File: src/rtl/fifo_rr_drain_arbiter.sv
// Round-robin arbiter that drains NUM_SRC FIFOs into one registered output stream,
// holding each grant for up to BURST consecutive items.
module fifo_rr_drain_arbiter #(
    parameter int unsigned NUM_SRC    = 4,
    parameter int unsigned IDX_WIDTH  = 2,
    parameter int unsigned DATA_WIDTH = 32,
    parameter int unsigned BURST      = 4
) (
    input  logic                          i_clk,
    input  logic                          i_rst_n,
    input  logic [NUM_SRC*DATA_WIDTH-1:0] i_data,
    input  logic [NUM_SRC-1:0]            i_empty,
    output logic [NUM_SRC-1:0]            o_deq,
    output logic [DATA_WIDTH-1:0]         o_item,
    output logic                          o_valid,
    input  logic                          i_ready,
    output logic [IDX_WIDTH-1:0]          o_grant,
    output logic                          o_busy
);

    localparam int unsigned CntWidth = (BURST > 1) ? $clog2(BURST) : 1;

    typedef enum logic [0:0] {
        StIdle,
        StGrant
    } state_e;

    state_e                state_q, state_d;
    logic [IDX_WIDTH-1:0]  grant_q, grant_d;
    logic [IDX_WIDTH-1:0]  rr_ptr_q, rr_ptr_d;
    logic [CntWidth-1:0]   burst_cnt_q, burst_cnt_d;
    logic [DATA_WIDTH-1:0] item_q, item_d;
    logic                  valid_q, valid_d;

    logic [DATA_WIDTH-1:0] src_data [NUM_SRC];
    logic [NUM_SRC-1:0]    deq;
    logic                  slot_free;
    logic                  pick_found;
    logic [IDX_WIDTH-1:0]  pick_idx;
    logic [IDX_WIDTH-1:0]  cand;

    for (genvar k = 0; k < NUM_SRC; k++) begin : g_unpack
        assign src_data[k] = i_data[k*DATA_WIDTH +: DATA_WIDTH];
    end

    assign slot_free = ~valid_q | i_ready;

    // First non-empty source strictly after rr_ptr, wrapping modulo NUM_SRC.
    always_comb begin
        pick_found = 1'b0;
        pick_idx   = '0;
        cand       = '0;
        for (int unsigned off = 1; off <= NUM_SRC; off++) begin
            cand = IDX_WIDTH'((32'(rr_ptr_q) + off) % NUM_SRC);
            if (!pick_found && !i_empty[cand]) begin
                pick_found = 1'b1;
                pick_idx   = cand;
            end
        end
    end

    always_comb begin
        state_d     = state_q;
        grant_d     = grant_q;
        rr_ptr_d    = rr_ptr_q;
        burst_cnt_d = burst_cnt_q;
        item_d      = item_q;
        valid_d     = valid_q;
        deq         = '0;

        if (valid_q && i_ready) begin
            valid_d = 1'b0;
        end

        case (state_q)
            StIdle: begin
                if (pick_found) begin
                    grant_d     = pick_idx;
                    burst_cnt_d = '0;
                    state_d     = StGrant;
                end
            end
            StGrant: begin
                if (i_empty[grant_q]) begin
                    // Early release: source ran dry before the burst completed.
                    state_d  = StIdle;
                    rr_ptr_d = grant_q;
                end else if (slot_free) begin
                    deq[grant_q] = 1'b1;
                    item_d       = src_data[grant_q];
                    valid_d      = 1'b1;
                    burst_cnt_d  = burst_cnt_q + CntWidth'(1);
                    if (burst_cnt_q == CntWidth'(BURST - 1)) begin
                        state_d  = StIdle;
                        rr_ptr_d = grant_q;
                    end
                end
            end
            default: begin
                state_d = StIdle;
            end
        endcase
    end

    always_ff @(posedge i_clk or negedge i_rst_n) begin
        if (!i_rst_n) begin
            state_q     <= StIdle;
            grant_q     <= '0;
            rr_ptr_q    <= IDX_WIDTH'(NUM_SRC - 1);
            burst_cnt_q <= '0;
            item_q      <= '0;
            valid_q     <= 1'b0;
        end else begin
            state_q     <= state_d;
            grant_q     <= grant_d;
            rr_ptr_q    <= rr_ptr_d;
            burst_cnt_q <= burst_cnt_d;
            item_q      <= item_d;
            valid_q     <= valid_d;
        end
    end

    // Gate strobes with reset so nothing pops while reset is asserted.
    assign o_deq   = deq & {NUM_SRC{i_rst_n}};
    assign o_item  = item_q;
    assign o_valid = valid_q;
    assign o_grant = grant_q;
    assign o_busy  = (state_q == StGrant);

endmodule

File: config.mk
export PLATFORM = sky130hd
export DESIGN_NAME = fifo_rr_drain_arbiter
export DESIGN_NICKNAME = d
export VERILOG_FILES = /design/src/rtl/fifo_rr_drain_arbiter.sv
export SDC_FILE = /design/constraint.sdc
export NUM_CORES = 1
export LEC_CHECK = 0
export ABC_AREA = 1
export CAP_MARGIN = 10
export CORE_AREA = 2 2 80 97
export CTS_BUF_LIST = sky130_fd_sc_hd__clkbuf_16
export CTS_CLUSTER_DIAMETER = 200
export DETAILED_ROUTE_END_ITERATION = 16
export DIE_AREA = 0 0 82 99
export PLACE_DENSITY = 0.93
export SYNTH_ARGS = -nofsm -noshare
export SYNTH_HDL_FRONTEND = slang
export SYNTH_SLANG_ARGS = --single-unit
File: constraint.sdc
create_clock -name i_clk -period 2.31 [get_ports i_clk]
set_clock_uncertainty 0.05 [all_clocks]
set_input_delay 0.462 -clock i_clk [delete_from_list [all_inputs] [get_ports i_clk]]
set_output_delay 0.462 -clock i_clk [all_outputs]
set_load 0.02 [all_outputs]
Yosys cells after proc, flatten, opt, wreduce, memory -nomap -nowiden. Index checks and enable logic that the tools add are counted.

Register bits after elaboration: 40. Logic and storage cells: 86. Output and inout port bits: 40. Input bits: 135.

Magnitude comparators: 7. $add $sub $neg: 5. Bitwise gates (word level): 6. Equal/unequal tests: 4. Muxes and demuxes: 42. Reduce and logical (&&, ||, !) cells: 16.

Operator list (count): 32-bit binary-select mux with 2-bit select (1); 32-bit 2-to-1 mux (2); 2-bit 2-to-1 mux (10); 1-bit 2-to-1 mux (18); 2-bit by 3-bit less-than comparator with 1-bit output, second input constant (5); 4-bit 2-to-1 mux (3); 1-bit binary-select mux with 2-bit select (5); 3-bit AND reduction (3); 2-bit by 1-bit adder with 2-bit output, second input constant (3); 1-bit logical AND (5); 1-bit zero test (5); 2-bit adder, second input constant (2); 4-bit bitwise AND (1); 2-bit != test, second input constant (2); 2-bit case mux with 2 select lines (1); 2-bit nonzero test (2); 3-bit >= comparator, second input constant (1); 1-bit NOT (3); 2-bit NOT with 3-bit output (1); 1-bit demux with 2-bit select (1); 2-bit == test, second input constant (1); 2-bit by 1-bit >= comparator with 1-bit output, second input constant (1); 2-bit by 1-bit != test with 1-bit output, second input constant (1); 1-bit case mux with 2 select lines (1); other kinds (2) (2).

Depth between registers and ports, before layout.
Word-level depth: 14. Depth in mapped cells: 11. Gate-level depth less buffers: 10.

Worst setup path after synthesis. Ideal clock, no wire load.

Kind: register to output. From: register grant_q[0], in the netlist o_grant[0]. To: output port o_deq[0]. Arrival: 1608 ps. Stages on the path, launching flop included: 9. Slack: 190 ps. Required time: 1798 ps. Path buffers: 2. Cell sequence: dfrtp_1 -> buf_6 -> o21ai_2 -> mux2i_1 -> nand2_1 -> nor2_4 -> inv_4 -> buf_6 -> nor3_2.

Word-level cells in the longest chain between the ends: 8. Elaborated cells between the ends (all ways): 11. Those cells by class: 2 x order compare; 7 x mux; 1 x bitwise; 1 x reduce/logical.

RTL lines: from (decl) (line 29) `logic [IDX_WIDTH-1:0] grant_q, grant_d;`; from (signal assigned) (line 115) `grant_q <= grant_d;`; 2-bit by 3-bit less-than comparator with 1-bit output (not written as such) / 2-bit by 1-bit >= comparator with 1-bit output (equally long branches) (line 89) `deq[grant_q] = 1'b1;`; 1-bit logical AND (not written as such) (line 89); 1-bit 2-to-1 mux (not written as such) (line 89); 1-bit demux with 2-bit select (line 89); 4-bit 2-to-1 mux (line 88) `end else if (slot_free) begin`; 4-bit 2-to-1 mux (*) (line 84) `if (i_empty[grant_q]) begin`; 4-bit 2-to-1 mux (*) (line 75) `case (state_q)`; 4-bit bitwise AND (*) (line 124) `assign o_deq = deq & {NUM_SRC{i_rst_n}};`; to (decl) (line 13) `output logic [NUM_SRC-1:0] o_deq,`.

Mark *: on every way between the ends. The rest lies on a longest branch, timed or not. The select of a mux whose other input is x is not followed.

Final worst setup path.
From: register grant_q[0], in the netlist o_grant[0]. To: output port o_deq[3].

The elaborated chain is that of the path after synthesis.

==> run_results.csv <==
group,metric,value,unit
status,outcome,"finished, final reports clean",
sta,fin_ws,0.07650,ns
worst_hold_path,hold_class,"in2async",
global_routing,grt_pass1_vias,3480,
final_layout,utilization,66.39,%
routing,dr.pass1.iters,5,
critical_path,worstPathRequired,1.80,ns
sta,rsz0062_at_grt,"false",
clock_tree,clk_latency,0.27,ns
critical_path,crit_buf_inv,2,
sta,hold_viol_final,0,
final_layout,fillers,624,
routing,num_vias,3473,
critical_path,cp.arrival,1.72,ns
power,ir_drop,1.290,mV
sta,fmax,447.7,MHz
clock_tree,cts_buffers,5,
critical_path,reg2reg_to,"o_item[17]",
floorplanning,initial_core_util,38.97,%
power,leakage,2.141,nW
clock_tree,root_buffer,"clkbuf_16",
critical_path,cpMostUsedCell,"nand2_1",
clock_tree,cts_tree,"built",
routing,wl_per_cell,15.22,um
sta,worst_pin_slew,0.8073,ns
synth,syn_inst,398,
placed_design,placed_cells,652,
final_layout,area_growth,70.35,%
critical_path,crit_end,"o_deq[3]",
global_routing,overflow,0,
critical_path,end_kind,"output port",
floorplanning,num_rows,34,
routing,via_per_inst,5.230,
final_layout,instances_no_fill,664,
placed_design,port_buffers,174,
global_routing,grt.total_usage,24.89,%
final_layout,fin_area,4745,um^2
synth,yosysSeqAreaShare,36.03,%
routing,drtIter0Drc,169,
sta,setup_viol,0,
critical_path,cp_max_fo,6,
synth,synth.net_count,534,
critical_path,path_depth,8,
routing,wl,10110,um
floorplanning,die_w,82,um
floorplanning,die-area,8118,um^2
final_layout,n_antenna_cell,0,
synth,syn_avg_cell_area,6.998,um^2
critical_path,criticalPathCategory,"reg2out",
global_routing,antenna_found_initial,0,
placed_design,gp_congestion,0.9027,
critical_path,path_cells,"nand2_1, o21ai_1, mux2i_1, nand2_1, nor2_4, inv_4, nor3_2, buf_4",
synth,syn_area,2785,um^2
placed_design,dp_hpwl,7719,um
placed_design,post_dp_cell_area,4582,um^2
sta,relSlewSlack,46.18,%
clock_tree,numClockSinks,40,
global_routing,grt_max_degree,67,
critical_path,crit_slowest_cell,"dfrtp_2",
critical_path,cp-start-kind,"flop",
routing,antenna_left,0,
flow_run,cap_violations,0,
routing,drcViolationCount,0,
clock_tree,h-tree-depth,2,
final_layout,fin_nets,710,
sta,tns,0,ns
clock_tree,max-clock-path-buffers,2,
sta,period_needed,2.233,ns
power,power,5.910,mW
power,p_per_area,1246,nW/um^2
floorplanning,die_h,99,um
synth,synthDistinctLibCells,22,
synth,synth_seq_cells,40,
synth,ys_warn_count,0,
critical_path,rr_worst_depth,8,
placed_design,pre_cts_slack,-0.6063,ns
critical_path,rrSetupSlack,0.14,ns
critical_path,cp-startpoint,"o_grant[0]",
critical_path,r2r-start,"o_grant[0]",
critical_path,critPathTopFamily,"simple AND/OR/NAND/NOR gates",
clock_tree,cts.clk_slew.worst_paths,0.06,ns
final_layout,post_route_cells_drive_above_1_share,13.59,%
sta,hold_slack,0.2256,ns
critical_path,worst_path_largest_cell_delay,0.45,ns
sta,slew_viol_final,0,
floorplanning,core_area,7147,um^2
sta,period_share,96.69,%
global_routing,grt_pass1_wl,15660,um
floorplanning,ios,175,
-- layout by cell type (no fill, tap or decap), types with 2 or more instances in the layout --
cell type,netlist,final
clkbuf_16,0,5
o21ai_2,33,33
buf_4,0,22
dfstp_2,2,2
buf_2,9,3
nand4_1,4,4
nor3_2,4,3
a21oi_1,32,32
nand3_1,72,72
o21ai_0,4,3
dfrtp_1,38,37
inv_2,2,4
nand2_1,160,160
clkdlybuf4s50_1,0,165
inv_1,14,12
dlygate4sd2_1,0,4
-- worst register-to-register path, stage by stage (launching register included) --
cell	delay [ns]
dfrtp_2	0.45
buf_4	0.23
nand2_1	0.19
clkinvlp_4	0.36
buf_4	0.34
nand2_1	0.09
nand3_1	0.07
a21oi_1	0.18
o21ai_2	0.08
-- kinds of logic (layout without fill, tap and decap cells) --
logic type / count (synthesis) / after routing / share of synthesized area [%]
adder cells (fa/ha/maj): 1 / 1 / 0.4492
flip-flops: 40 / 40 / 36.03
AO/OA/AOI/OAI: 70 / 70 / 17.07
AND/OR/NAND/NOR: 243 / 243 / 37.65
buffers and inverters: 43 / 219 / 8.446
multiplexers: 1 / 1 / 0.3594
-- report_power, final --
part / internal, mW / leakage, nW / switching (mW)
registers: 1.05 / 0.497 / 0.228
clock network: 0.388 / 0.0709 / 0.254
logic: 1.61 / 1.57 / 2.37
-- cells in the mapped netlist --
library cell,instances,area [um^2]
dfrtp_1,38,950.9
nand3_1,72,360.4
nand4_1,4,25.02
nand3b_1,1,7.510
o22ai_1,1,6.260
mux2i_1,1,10.01
o21ai_2,33,289.0
nand2_1,160,600.6
buf_2,9,45.04
o21ai_0,4,20.02
ha_1,1,12.51
nor2_1,1,3.750
inv_1,14,52.55
dfstp_2,2,52.55
clkbuf_1,8,30.03
buf_6,8,90.09
nor2_4,1,11.26
clkinv_1,1,3.750
a21oi_1,32,160.2
inv_2,2,7.510
inv_4,1,6.260
nor3_2,4,40.04
-- final cells by class --
class	instances	area, um^2	area share [%]
multi-input cells	315	1553	32.73
repair buffers	194	1867	39.35
flip-flops and latches	40	1005	21.18
clock buffers	5	125.1	2.637
well taps	90	112.6	2.373
inverters	18	73.82	1.556
clock inverters	2	8.758	0.1846
-- what timing repair did --
action	CTS	global route
pin swaps	2	1
setup endpoints to repair	38	10
resized for setup	26	2
endpoints found under the hold margin	0	0
hold buffers	0	0
setup buffers	3	2
-- sequential cells by signal (all words and copies together) (netlist names) --
register     count
rr_ptr_q         2
o_item          32
o_busy           1
o_valid          1
o_grant          2
burst_cnt_q      2
-- metal layers --
layer | GRT usage [%] | up-vias | routed length (um)
li1 | - | 1676 | -
met1 | 25.61 | 1600 | 3587
met2 | 46.28 | 165 | 5509
met3 | 5.678 | 32 | 686
met4 | 11.15 | 0 | 322
met5 | 0 | - | 0
-- worst min path at each step --
stage | slack (ns) | depth (start not counted) | end
floorplan | 0.12 | 0 | burst_cnt_q[0]
global placement | 0.41 | 2 | o_item[26]
detailed placement | 0.42 | 2 | o_item[31]
CTS | 0.24 | 2 | o_item[26]
global route | 0.27 | 2 | o_item[26]
finish | 0.23 | 2 | o_item[24]
(Power assumes the default switching activity.)
